--- src/rtl/uart_tx_feeder.sv ---
// uart_tx_feeder: byte FIFO that feeds a UART transmitter one frame at a time
module uart_tx_feeder #(
  parameter int MAXTAM    = 8,
  parameter int ADDR_BITS = 4
) (
  input  logic                 i_clk,
  input  logic                 i_reset,
  input  logic                 i_wr,
  input  logic [MAXTAM-1:0]    i_wr_data,
  output logic                 o_full,
  output logic                 o_empty,
  output logic [ADDR_BITS:0]   o_count,
  output logic                 o_overflow,
  output logic                 o_tx_start,
  output logic [MAXTAM-1:0]    o_tx_byte,
  input  logic                 i_tx_done,
  output logic                 o_busy
);
  typedef enum logic [1:0] {IDLE, LOAD, WAIT} state_t;
  localparam logic [ADDR_BITS:0] DEPTH = {1'b1, {ADDR_BITS{1'b0}}};
  state_t state, state_n;
  logic [MAXTAM-1:0] mem [2**ADDR_BITS];
  logic [ADDR_BITS-1:0] rd_ptr, wr_ptr;
  logic done_q, done_rise, push, pop;
  assign o_full = o_count == DEPTH;
  assign o_empty = o_count == '0;
  assign o_tx_start = state == LOAD;
  assign o_busy = state != IDLE;
  assign push = i_wr & ~o_full;
  assign pop = (state == IDLE) & ~o_empty;
  assign done_rise = i_tx_done & ~done_q;
  // next state: pop in IDLE, one start cycle in LOAD, wait for a fresh done edge
  always_comb begin
    state_n = state;
    state_n = state == IDLE ? (pop ? LOAD : IDLE) :
              state == LOAD ? WAIT :
              (done_rise ? IDLE : WAIT);
  end
  // storage array; stale contents are harmless because count gates reads
  always_ff @(posedge i_clk) begin
    if (push) mem[wr_ptr] <= i_wr_data;
  end
  // pointers, occupancy, overflow flag, done edge register, state and tx byte
  always_ff @(posedge i_clk) begin
    if (i_reset) begin
      state      <= IDLE;
      rd_ptr     <= '0;
      wr_ptr     <= '0;
      o_count    <= '0;
      o_overflow <= 1'b0;
      o_tx_byte  <= '0;
      done_q     <= 1'b0;
    end else begin
      state      <= state_n;
      done_q     <= i_tx_done;
      o_overflow <= i_wr & o_full;
      o_count    <= o_count + {{ADDR_BITS{1'b0}}, push} - {{ADDR_BITS{1'b0}}, pop};
      if (push) wr_ptr <= wr_ptr + 1'b1;
      if (pop) begin
        rd_ptr    <= rd_ptr + 1'b1;
        o_tx_byte <= mem[rd_ptr];
      end
    end
  end
endmodule

--- config.mk ---
export PLATFORM = sky130hd
export DESIGN_NAME = uart_tx_feeder
export DESIGN_NICKNAME = d
export VERILOG_FILES = /design/src/rtl/uart_tx_feeder.sv
export SDC_FILE = /design/constraint.sdc
export NUM_CORES = 1
export LEC_CHECK = 0
export ABC_AREA = 1
export CORE_MARGIN = 2
export CORE_UTILIZATION = 26
export CTS_CLUSTER_SIZE = 24
export DETAILED_ROUTE_END_ITERATION = 7
export HOLD_SLACK_MARGIN = 0.03
export SYNTH_ARGS = -nofsm -noshare
export SYNTH_HDL_FRONTEND = slang
export SYNTH_SLANG_ARGS = --single-unit
--- constraint.sdc ---
create_clock -name i_clk -period 2.86 [get_ports i_clk]
set_input_delay 0.429 -clock i_clk [delete_from_list [all_inputs] [get_ports i_clk]]
set_output_delay 0.429 -clock i_clk [all_outputs]
set_load 0.005 [all_outputs]
==> impl_metrics.prom <==
# TYPE chip_impl_metric gauge
chip_impl_info{name="result_of_the_run",value="complete, no violations"} 1
chip_impl_info{name="grt_setup_unrepaired",value="no"} 1
chip_impl_metric{name="timing_worst_slew_pin_value",unit="ns"} 0.899
chip_impl_metric{name="max_slew_margin",unit="%"} 39.9
chip_impl_metric{name="critical_path_arrival",unit="ns"} 2.84
chip_impl_metric{name="initial_core_utilization",unit="%"} 26.5
chip_impl_metric{name="crit_path_max_fanout",unit=""} 7
chip_impl_metric{name="r2r_slack",unit="ns"} 0.32
chip_impl_info{name="flip_flop_cell_with_the_highest_count_after_synthesis",value="edfxtp_1"} 1
chip_impl_metric{name="global_route_wire_length_before_repair",unit="mm"} 23.8
chip_impl_metric{name="max_capacitance_violation_total",unit=""} 0
chip_impl_info{name="worstReg2RegEnd",value="o_count[4]$_SDFF_PP0_"} 1
chip_impl_metric{name="routed_wire_length_per_instance",unit="um"} 14.6
chip_impl_metric{name="antenna_found_initial",unit=""} 0
chip_impl_metric{name="postSynthCellCount",unit=""} 672
chip_impl_metric{name="synth-edff-count",unit=""} 128
chip_impl_metric{name="worst_skew_pair.late_latency",unit="ns"} 0.42
chip_impl_metric{name="synthDistinctLibCells",unit=""} 22
chip_impl_metric{name="finalHoldViolations",unit=""} 0
chip_impl_info{name="cts.root.buffer_cell",value="clkbuf_16"} 1
chip_impl_metric{name="sequential_to_total_area_share_from_yosys_stat",unit="%"} 65.3
chip_impl_metric{name="vertical_die_dimension",unit="um"} 164
chip_impl_metric{name="core_region",unit="um2"} 25100
chip_impl_metric{name="fillerInstances",unit=""} 2620
chip_impl_metric{name="cts-root-to-sink-buffers",unit=""} 2
chip_impl_metric{name="min_period",unit="ns"} 2.54
chip_impl_metric{name="worst_r2r_path_depth",unit=""} 12
chip_impl_metric{name="synthesis.area_per_instance",unit="um2"} 9.89
chip_impl_metric{name="die-width",unit="um"} 164
chip_impl_metric{name="clock.fmax",unit="MHz"} 394
chip_impl_metric{name="internal_power_consumption",unit="mW"} 4.56
chip_impl_metric{name="post-place-ws",unit="ns"} 0.210
chip_impl_info{name="timing.setup.critical_path_class",value="reg2reg"} 1
chip_impl_metric{name="post_synth_instance_area",unit="um2"} 6650
chip_impl_metric{name="area.growth.synth_to_final",unit="%"} 17.9
chip_impl_metric{name="detail_route.vias_per_cell",unit=""} 4.34
chip_impl_metric{name="drc",unit=""} 0
chip_impl_metric{name="final-setup-viol-count",unit=""} 0
chip_impl_metric{name="ir_worst_vdd",unit="V"} 0.000619
chip_impl_metric{name="holdBufCountCts",unit=""} 0
chip_impl_info{name="timing.critical_path.to",value="o_count[4]$_SDFF_PP0_"} 1
chip_impl_metric{name="ys_seq_elements",unit=""} 153
chip_impl_metric{name="combPwrFrac",unit="%"} 29.0
chip_impl_metric{name="drt_pass1_iterations",unit=""} 5
chip_impl_metric{name="power.clock.fraction",unit="%"} 31.3
chip_impl_metric{name="clock_skew",unit="ns"} 0.00692
chip_impl_info{name="startpoint_of_the_most_critical_setup_path",value="o_count[3]$_SDFF_PP0_"} 1
chip_impl_metric{name="finalSetupTns",unit="ns"} 0
chip_impl_metric{name="powerDensity",unit="nW/um2"} 860
chip_impl_metric{name="gr-total-overflow",unit=""} 0
chip_impl_metric{name="finalNetCount",unit=""} 730
chip_impl_metric{name="final_antenna_net_count",unit=""} 0
chip_impl_metric{name="num_io_pins",unit=""} 30
chip_impl_metric{name="largest_net_degree_at_the_start_of_global_routing",unit=""} 67
chip_impl_metric{name="path_clk_slew",unit="ns"} 0.06
chip_impl_metric{name="share_of_the_clock_period_used_by_the_worst_path",unit="%"} 88.7
chip_impl_metric{name="via_count",unit=""} 4550
chip_impl_metric{name="cts_sinks",unit=""} 153
chip_impl_metric{name="synth_nets",unit=""} 696
chip_impl_metric{name="yosys_warnings",unit=""} 0
chip_impl_metric{name="track_usage",unit="%"} 12.1
chip_impl_metric{name="cts.htree.levels",unit=""} 4
chip_impl_info{name="synth_commonest_cells",value="nand2_1, edfxtp_1, nand3_1"} 1
chip_impl_metric{name="setup_slack",unit="ns"} 0.322
chip_impl_metric{name="final_layout_size_suffix_gt1_share",unit="%"} 6.82
chip_impl_metric{name="floorplan_die_area",unit="um2"} 26900
chip_impl_metric{name="final-max-slew-violation-count",unit=""} 0
chip_impl_metric{name="synth-async-reset-ratio",unit="%"} 0
chip_impl_metric{name="io_buffers",unit=""} 29
chip_impl_metric{name="final_gp_congestion",unit=""} 0.889
chip_impl_metric{name="worst-endpoint-required",unit="ns"} 3.16
chip_impl_metric{name="power.switching_fraction",unit="%"} 32.5
chip_impl_info{name="synthMostInstantiatedCell",value="nand2_1"} 1
chip_impl_info{name="reg2reg_from",value="o_count[3]$_SDFF_PP0_"} 1
chip_impl_info{name="worst_setup_path_start_kind",value="flip-flop"} 1
chip_impl_info{name="cts_tree",value="yes"} 1
chip_impl_metric{name="leakage",unit="nW"} 3.24
chip_impl_info{name="worstHoldPathType",value="reg2reg"} 1
chip_impl_metric{name="wl",unit="mm"} 15.3
chip_impl_metric{name="cts_repair_resize_count",unit=""} 0
chip_impl_info{name="synth_area_leaders",value="edfxtp_1, nand2_1, dfxtp_1"} 1
chip_impl_metric{name="power.switching",unit="mW"} 2.19
chip_impl_info{name="crit_path_end_kind",value="flip-flop"} 1
chip_impl_metric{name="dp_hpwl",unit="mm"} 10.0
chip_impl_metric{name="via_count_of_the_first_global_routing_pass",unit=""} 4317
chip_impl_metric{name="antenna_diode_count",unit=""} 0
chip_impl_metric{name="post-synth-top-area-fraction",unit="%"} 57.8
chip_impl_metric{name="numCtsBuffers",unit=""} 17
chip_impl_metric{name="first_iter_violations",unit=""} 467
chip_impl_metric{name="rows",unit=""} 58
chip_impl_metric{name="sequentialPowerShare",unit="%"} 39.7
chip_impl_metric{name="cts.repair_timing.setup_buffer_count",unit=""} 0
chip_impl_info{name="post-synth-top-area-cell",value="edfxtp_1"} 1
cell families after synthesis:
logic type,synth area share [%]
compound gates,1.47
fa+ha+maj,2.37
xor+xnor,0.527
simple gates,22.0
buf+inv,8.34
flops,65.3
cell type report:
class | instances | area [um2] | share of cell area, %
well taps | 330 | 413 | 5.27
multi-input cells | 391 | 1750 | 22.3
clock inverters | 11 | 105 | 1.34
flip-flops and latches | 153 | 4350 | 55.4
clock buffers | 21 | 440 | 5.62
repair buffers | 44 | 415 | 5.30
inverters | 99 | 372 | 4.74
cells in the final DEF (no fill, tap or decap):
master / instances
clkinv_1: 2
nor3_1: 2
o21bai_1: 1
clkdlybuf4s50_1: 29
nand4_1: 2
inv_2: 7
clkinvlp_4: 1
a21oi_1: 12
xor2_1: 3
buf_4: 14
buf_12: 1
clkinv_2: 6
clkbuf_16: 17
nand3_1: 93
ha_1: 11
edfxtp_1: 128
bufinv_16: 2
inv_1: 92
clkbuf_1: 4
nand2_1: 219
dfxtp_1: 24
dfxtp_2: 1
xnor2_1: 1
o21ai_1: 1
nor2_1: 40
o21ai_0: 5
fa_1: 1
per-layer routing:
metal	vias to the layer above	share of wire, %	GRT usage [%]
li1	2235	-	-
met1	2165	43	15.8
met2	131	49	19.8
met3	19	6.3	3.06
met4	0	1.3	3.55
met5	-	0	0
how the worst min path moves through the flow:
| stage | from | end | slack [ns] | cells past startpoint |
|---|---|---|---|---|
| 2_1_floorplan | done_q$_SDFF_PP0_ | state[1]$_SDFF_PP0_ | 0.47 | 2 |
| 3_3_place_gp | done_q$_SDFF_PP0_ | state[1]$_SDFF_PP0_ | 0.50 | 2 |
| 3_5_place_dp | done_q$_SDFF_PP0_ | state[1]$_SDFF_PP0_ | 0.50 | 2 |
| 4_1_cts | wr_ptr[2]$_SDFFE_PP0P_ | wr_ptr[2]$_SDFFE_PP0P_ | 0.52 | 2 |
| 5_1_grt | wr_ptr[2]$_SDFFE_PP0P_ | wr_ptr[2]$_SDFFE_PP0P_ | 0.54 | 2 |
| 6_report | done_q$_SDFF_PP0_ | state[1]$_SDFF_PP0_ | 0.52 | 2 |
critical path, cell delays in order, from the launching register on:
cell	delay, ns
dfxtp_1	0.36
inv_1	0.07
ha_1	0.19
nand4_1	0.14
nand2_1	0.20
ha_1	0.34
inv_1	0.04
ha_1	0.19
fa_1	0.40
a21oi_1	0.18
o21bai_1	0.09
o21ai_0	0.15
a21oi_1	0.06
power groups by stage:
stage | clock (mW) | sequential, mW | combinational [mW]
final | 2.11 | 2.68 | 1.96
after CTS | 2.15 | 2.68 | 1.97
after global routing | 2.25 | 2.70 | 2.23
after detailed placement | 0 | 2.73 | 1.96
after floorplan | 0 | 2.70 | 1.39
after global placement | 0 | 2.73 | 1.97
through the flow:
stage                     std cells  utilization (%)  power, mW  cell area [um2]  hold WS (ns)
after floorplan                 672                -       4.08             6650         0.473
after global placement         1017             29.1       4.70             7300         0.503
after detailed placement       1017             29.1       4.69             7300         0.502
after CTS                      1049             31.2       6.80             7840         0.522
after global routing           1049             31.2       7.18             7840         0.542
final                          1049             31.2       6.75             7840         0.523
sequential cells by signal, indices dropped and copies added, names as in the netlist:
register and cells:
done_q 1, mem 128, o_count 5, o_overflow 1
o_tx_byte 8, rd_ptr 4, state 2, wr_ptr 4
No activity file was read; power rests on OpenSTA's default activity.
==> patch 1 (config.mk and constraints unchanged) <==
Change the parameter `MAXTAM` from 8 to 9.
--- a/src/rtl/uart_tx_feeder.sv
+++ b/src/rtl/uart_tx_feeder.sv
@@ -2,3 +2,3 @@
 module uart_tx_feeder #(
-  parameter int MAXTAM    = 8,
+  parameter int MAXTAM    = 9,
   parameter int ADDR_BITS = 4
Interface: changed (resized i_wr_data and o_tx_byte); port bits go from 30 to 32. No check against the original RTL was run, so the function may have changed too.
==> patch 1 against the original RTL <==
  * Utilization shrank 0.14 points
  * Routed wire length grew 7.0%
  * Worst setup slack gained 0.14 ns
  * Total power grew 7.4%
  * Critical path type unchanged
  * Synthesized area grew 11%
  * Critical endpoint unchanged
  * Highest routed layer unchanged
  * Critical path depth is the same
  * Design area grew 11%
  * Sequential cell count grew 17
  * Sequential power grew 9.7%
  * Maximum frequency grew 5.8%
==> patch 1: results (changes against the original RTL) <==
Route
  • Drt first pass iters: 4 (was 5)
  • Routed len/inst: 14.0 um (was 14.6 um)
  • First-iteration detailed-routing DRC count: 341 (was 467)
  • WL met3: 802 um (was 974 um)
  • Final wirelength: 16400 um (was 15300 um)
  • Met2 wire len: 7430 um (was 7540 um)
  • Metal-1 WL: 8000 um (was 6640 um)
  • Avg Vias per Cell: 4.25 (was 4.34)

GRT
  • Largest net degree at the start of global routing: 75 (was 67)
  • First-pass GRT wire length: 26000 um (was 23800 um)
  • Met1 Track Usage GR: 15.8% (about the same)
  • GRT Total Usage: 11.2% (was 12.1%)

Place
  • Final GP Congestion: 0.746 (was 0.889)
  • DP Cell Count: 1141 (was 1017)
  • Half-perimeter wire length after placement: 10100 um (was 10000 um)
  • Placement Setup Slack: 0.296 ns (was 0.210 ns)

Power and ir drop
  • Worst vdd ir: 0.434 mV (was 0.619 mV)
  • Static leakage: 3.59 nW (was 3.24 nW)
  • Internal: 4.82 mW (was 4.56 mW)
  • Combinational Power Share: 29.5% (was 29.0%)
  • Seq. pwr: 2.94 mW (was 2.68 mW)

Yosys
  • EDFF count, synth: 144 (was 128)
  • Synth unique cells: 23 (was 22)
  • Post-synthesis xor/xnor area fraction: 0.473% (was 0.527%)
  • Synth top area cells: edfxtp_1 58%, nand2_1 12%, dfxtp_1 7.0% (was edfxtp_1 58%, nand2_1 12%, dfxtp_1 7.5%)
  • Top post-synthesis cells by count: 242 x nand2_1, 144 x edfxtp_1, 104 x nand3_1, 102 x inv_1, 42 x nor2_1 (was 219 x nand2_1, 128 x edfxtp_1, 93 x nand3_1, 92 x inv_1, 40 x nor2_1)
  • Adder-Cell Fraction of Synth Area: 2.13% (was 2.37%)
  • Compound-cell area share of the yosys netlist: 1.32% (was 1.47%)

Layout
  • Largest regs: mem (144), o_tx_byte (9), o_count (5) (was mem (128), o_tx_byte (8), o_count (5))
  • # nets final: 807 (was 730)
  • Layout filler cell count: 2890 (was 2620)
  • Layout cells sized above 1: 7.67% (was 6.82%)

STA
  • Max transition margin: 43.2% (was 39.9%)
  • Worst Clk Skew: 0.00876 ns (was 0.00692 ns)

Outcome
  • Status: completed (unchanged)
[patch 1: cell type report]
class                      count  area share, %
timing repair buffer          56           5.73
multi-input combinational    429           22.0
inverter                     108           4.67
clock buffer                  17           4.90
sequential                   170           55.8
clock inverter                15           1.44
tap                          378           5.45
[patch 1: worst paths after layout]
check / start / end / slack, ns / cells past startpoint
max reg2reg: o_count[2]$_SDFF_PP0_ / o_count[4]$_SDFF_PP0_ / 0.46 / 12
min reg2reg: done_q$_SDFF_PP0_ / state[1]$_SDFF_PP0_ / 0.52 / 2
max: o_count[2]$_SDFF_PP0_ / o_count[4]$_SDFF_PP0_ / 0.46 / 12
min: done_q$_SDFF_PP0_ / state[1]$_SDFF_PP0_ / 0.52 / 2
[patch 1: kinds of logic after synthesis]
group | after synthesis
AO/OA/AOI/OAI | 19
AND/OR/NAND/NOR | 394
XOR/XNOR | 4
flip-flops | 170
adder cells (fa/ha/maj) | 12
buffers and inverters | 139
==> patch 2 (config.mk and constraints unchanged) <==
Made on the original files. Reset style: asynchronous (`i_reset`), changed in one clocked block.
--- a/src/rtl/uart_tx_feeder.sv
+++ b/src/rtl/uart_tx_feeder.sv
@@ -43,3 +43,3 @@
   // pointers, occupancy, overflow flag, done edge register, state and tx byte
-  always_ff @(posedge i_clk) begin
+  always_ff @(posedge i_clk or posedge i_reset) begin
     if (i_reset) begin
Behaviour: differs if i_reset is asserted again (counterexample within 4 cycles, from zero or initial values and one cycle with i_reset high); with i_reset held inactive, the same outputs for 10 cycles.
==> patch 2 against the original RTL <==
  * Count of clock-buffer cells in the layout did not move
  * Worst setup slack got worse by 0.019 ns
  * Combinational power rose by 39%
  * Design area rose by 2.9%
  * Non-clock buffer count rose by 10
  * Sequential share of layout area barely moved
  * Total power rose by 16%
  * Sequential cell count did not move
  * Routed wire length fell by 3.5%
  * Synthesized area rose by 1.3%
  * Critical path depth rose by 1
  * Critical path type unchanged
  * Largest cell class unchanged
  * Highest routed layer unchanged
==> patch 2: results (changes against the original RTL) <==
Outcome
  • Status: completed (unchanged)

Place
  • DP Area: 7500 um^2 (was 7300 um^2)
  • DP Cell Count: 1019 (was 1017)

Yosys
  • Synth unique cells: 21 (was 22)
  • Synth Area per Inst: 10.2 um^2 (was 9.89 um^2)
  • Synth top area cells: edfxtp_1 57%, nand2_1 11%, dfrtp_1 9.3% (was edfxtp_1 58%, nand2_1 12%, dfxtp_1 7.5%)
  • Syn nets: 685 (was 696)
  • Top post-synthesis cells by count: 206 x nand2_1, 128 x edfxtp_1, 120 x inv_1, 99 x nand3_1, 25 x dfrtp_1 (was 219 x nand2_1, 128 x edfxtp_1, 93 x nand3_1, 92 x inv_1, 40 x nor2_1)

Power and ir drop
  • Net Sw Frac: 35.7% (was 32.5%)
  • Static leakage: 3.49 nW (was 3.24 nW)

Worst setup path
  • Reg-to-reg endpoint: o_count[4]$_DFF_PP0_ (was o_count[4]$_SDFF_PP0_)
  • Critical Path Fanout Max: 10 (was 7)
  • Reg2reg path depth: 13 (was 12)
  • R2r startpoint: o_count[3]$_DFF_PP0_ (was o_count[3]$_SDFF_PP0_)

GRT
  • First-pass GRT wire length: 23300 um (was 23800 um)
  • Met3 Usage GRT: 2.99% (was 3.06%)
  • Vias in the first global route: 4182 (was 4317)
  • M2 GR Usage: 17.4% (was 19.8%)
  • GRT Total Usage: 11.5% (was 12.1%)

STA
  • Period minus WS final: 2.56 ns (was 2.54 ns)
  • Worst Clk Skew: 0.00705 ns (was 0.00692 ns)
  • Max transition margin: 46.2% (was 39.9%)

Route
  • Via count of the routed design: 4385 (was 4550)
  • Drt first pass iters: 7 (was 5)

Layout
  • Layout filler cell count: 2557 (was 2620)
  • Fin cells: 1051 (was 1049)
  • # nets final: 732 (was 730)
  • Layout cells sized above 1: 7.77% (was 6.82%)

Hold path
  • Hold Path Class: input pin to async pin (was flip-flop to flip-flop)
[patch 2: cell count changes in the layout (fill, tap and decap cells not counted), sizes merged, moves of 12 or more]
cell	change
dfrtp	+25
dfxtp	-25
inv	+23
nor2	-20
nand2	-12
[patch 2: worst min path at each step]
stage | startpoint | end | slack, ns | cells past startpoint
after global routing | i_reset | o_count[2]$_DFF_PP0_ | 0.47 | 2
after CTS | i_reset | o_count[2]$_DFF_PP0_ | 0.42 | 2
final | i_reset | o_count[1]$_DFF_PP0_ | 0.41 | 2
after floorplan | i_reset | done_q$_DFF_PP0_ | 0.46 | 1
after global placement | o_tx_byte[3]$_DFFE_PP0P_ | o_tx_byte[3]$_DFFE_PP0P_ | 0.48 | 2
after detailed placement | o_tx_byte[5]$_DFFE_PP0P_ | o_tx_byte[5]$_DFFE_PP0P_ | 0.47 | 2
[patch 2: power groups by stage]
stage	combinational, mW	sequential [mW]	clock, mW
after CTS	2.74	2.97	2.20
after detailed placement	2.72	3.02	0
after global placement	2.70	3.01	0
after floorplan	1.84	2.94	0
final	2.72	2.97	2.16
after global routing	3.05	3.00	2.30
[patch 2: cells by family (layout without fill, tap and decap cells)]
logic type,count (synthesis),after routing,share of synthesized area [%]
simple gates,330,330,20.4
flops,153,153,66.3
buf+inv,149,209,9.12
fa+ha+maj,12,12,2.34
xor+xnor,10,10,1.30
compound gates,7,7,0.539
[patch 2: routing by layer]
metal / vias to the layer above / share of wire [%]
met5: - / 0
met4: 0 / 0.66
met2: 101 / 45
li1: 2199 / -
met1: 2074 / 50
met3: 11 / 5.2
[patch 2: area by class of cell]
class                           count  area (um^2)  share of cell area, %
Multi-Input combinational cell    359         1650                   20.5
Timing Repair Buffer               54          503                   6.23
Tap cell                          330          413                   5.12
Clock buffer                       21          440                   5.46
Inverter                          123          462                   5.72
Clock inverter                     11          125                   1.55
Sequential cell                   153         4470                   55.4
[patch 2: worst reg2reg max path, cell delays in order, from the launching register on]
cell and delay, ns:
dfrtp_1 0.40, inv_1 0.09, ha_1 0.17, nand4_1 0.14, nand2_2 0.20, inv_1 0.09
ha_1 0.27, inv_1 0.04, ha_1 0.20, fa_1 0.40, a21oi_1 0.17, nor2_1 0.06
nor2_1 0.11, xor2_1 0.15
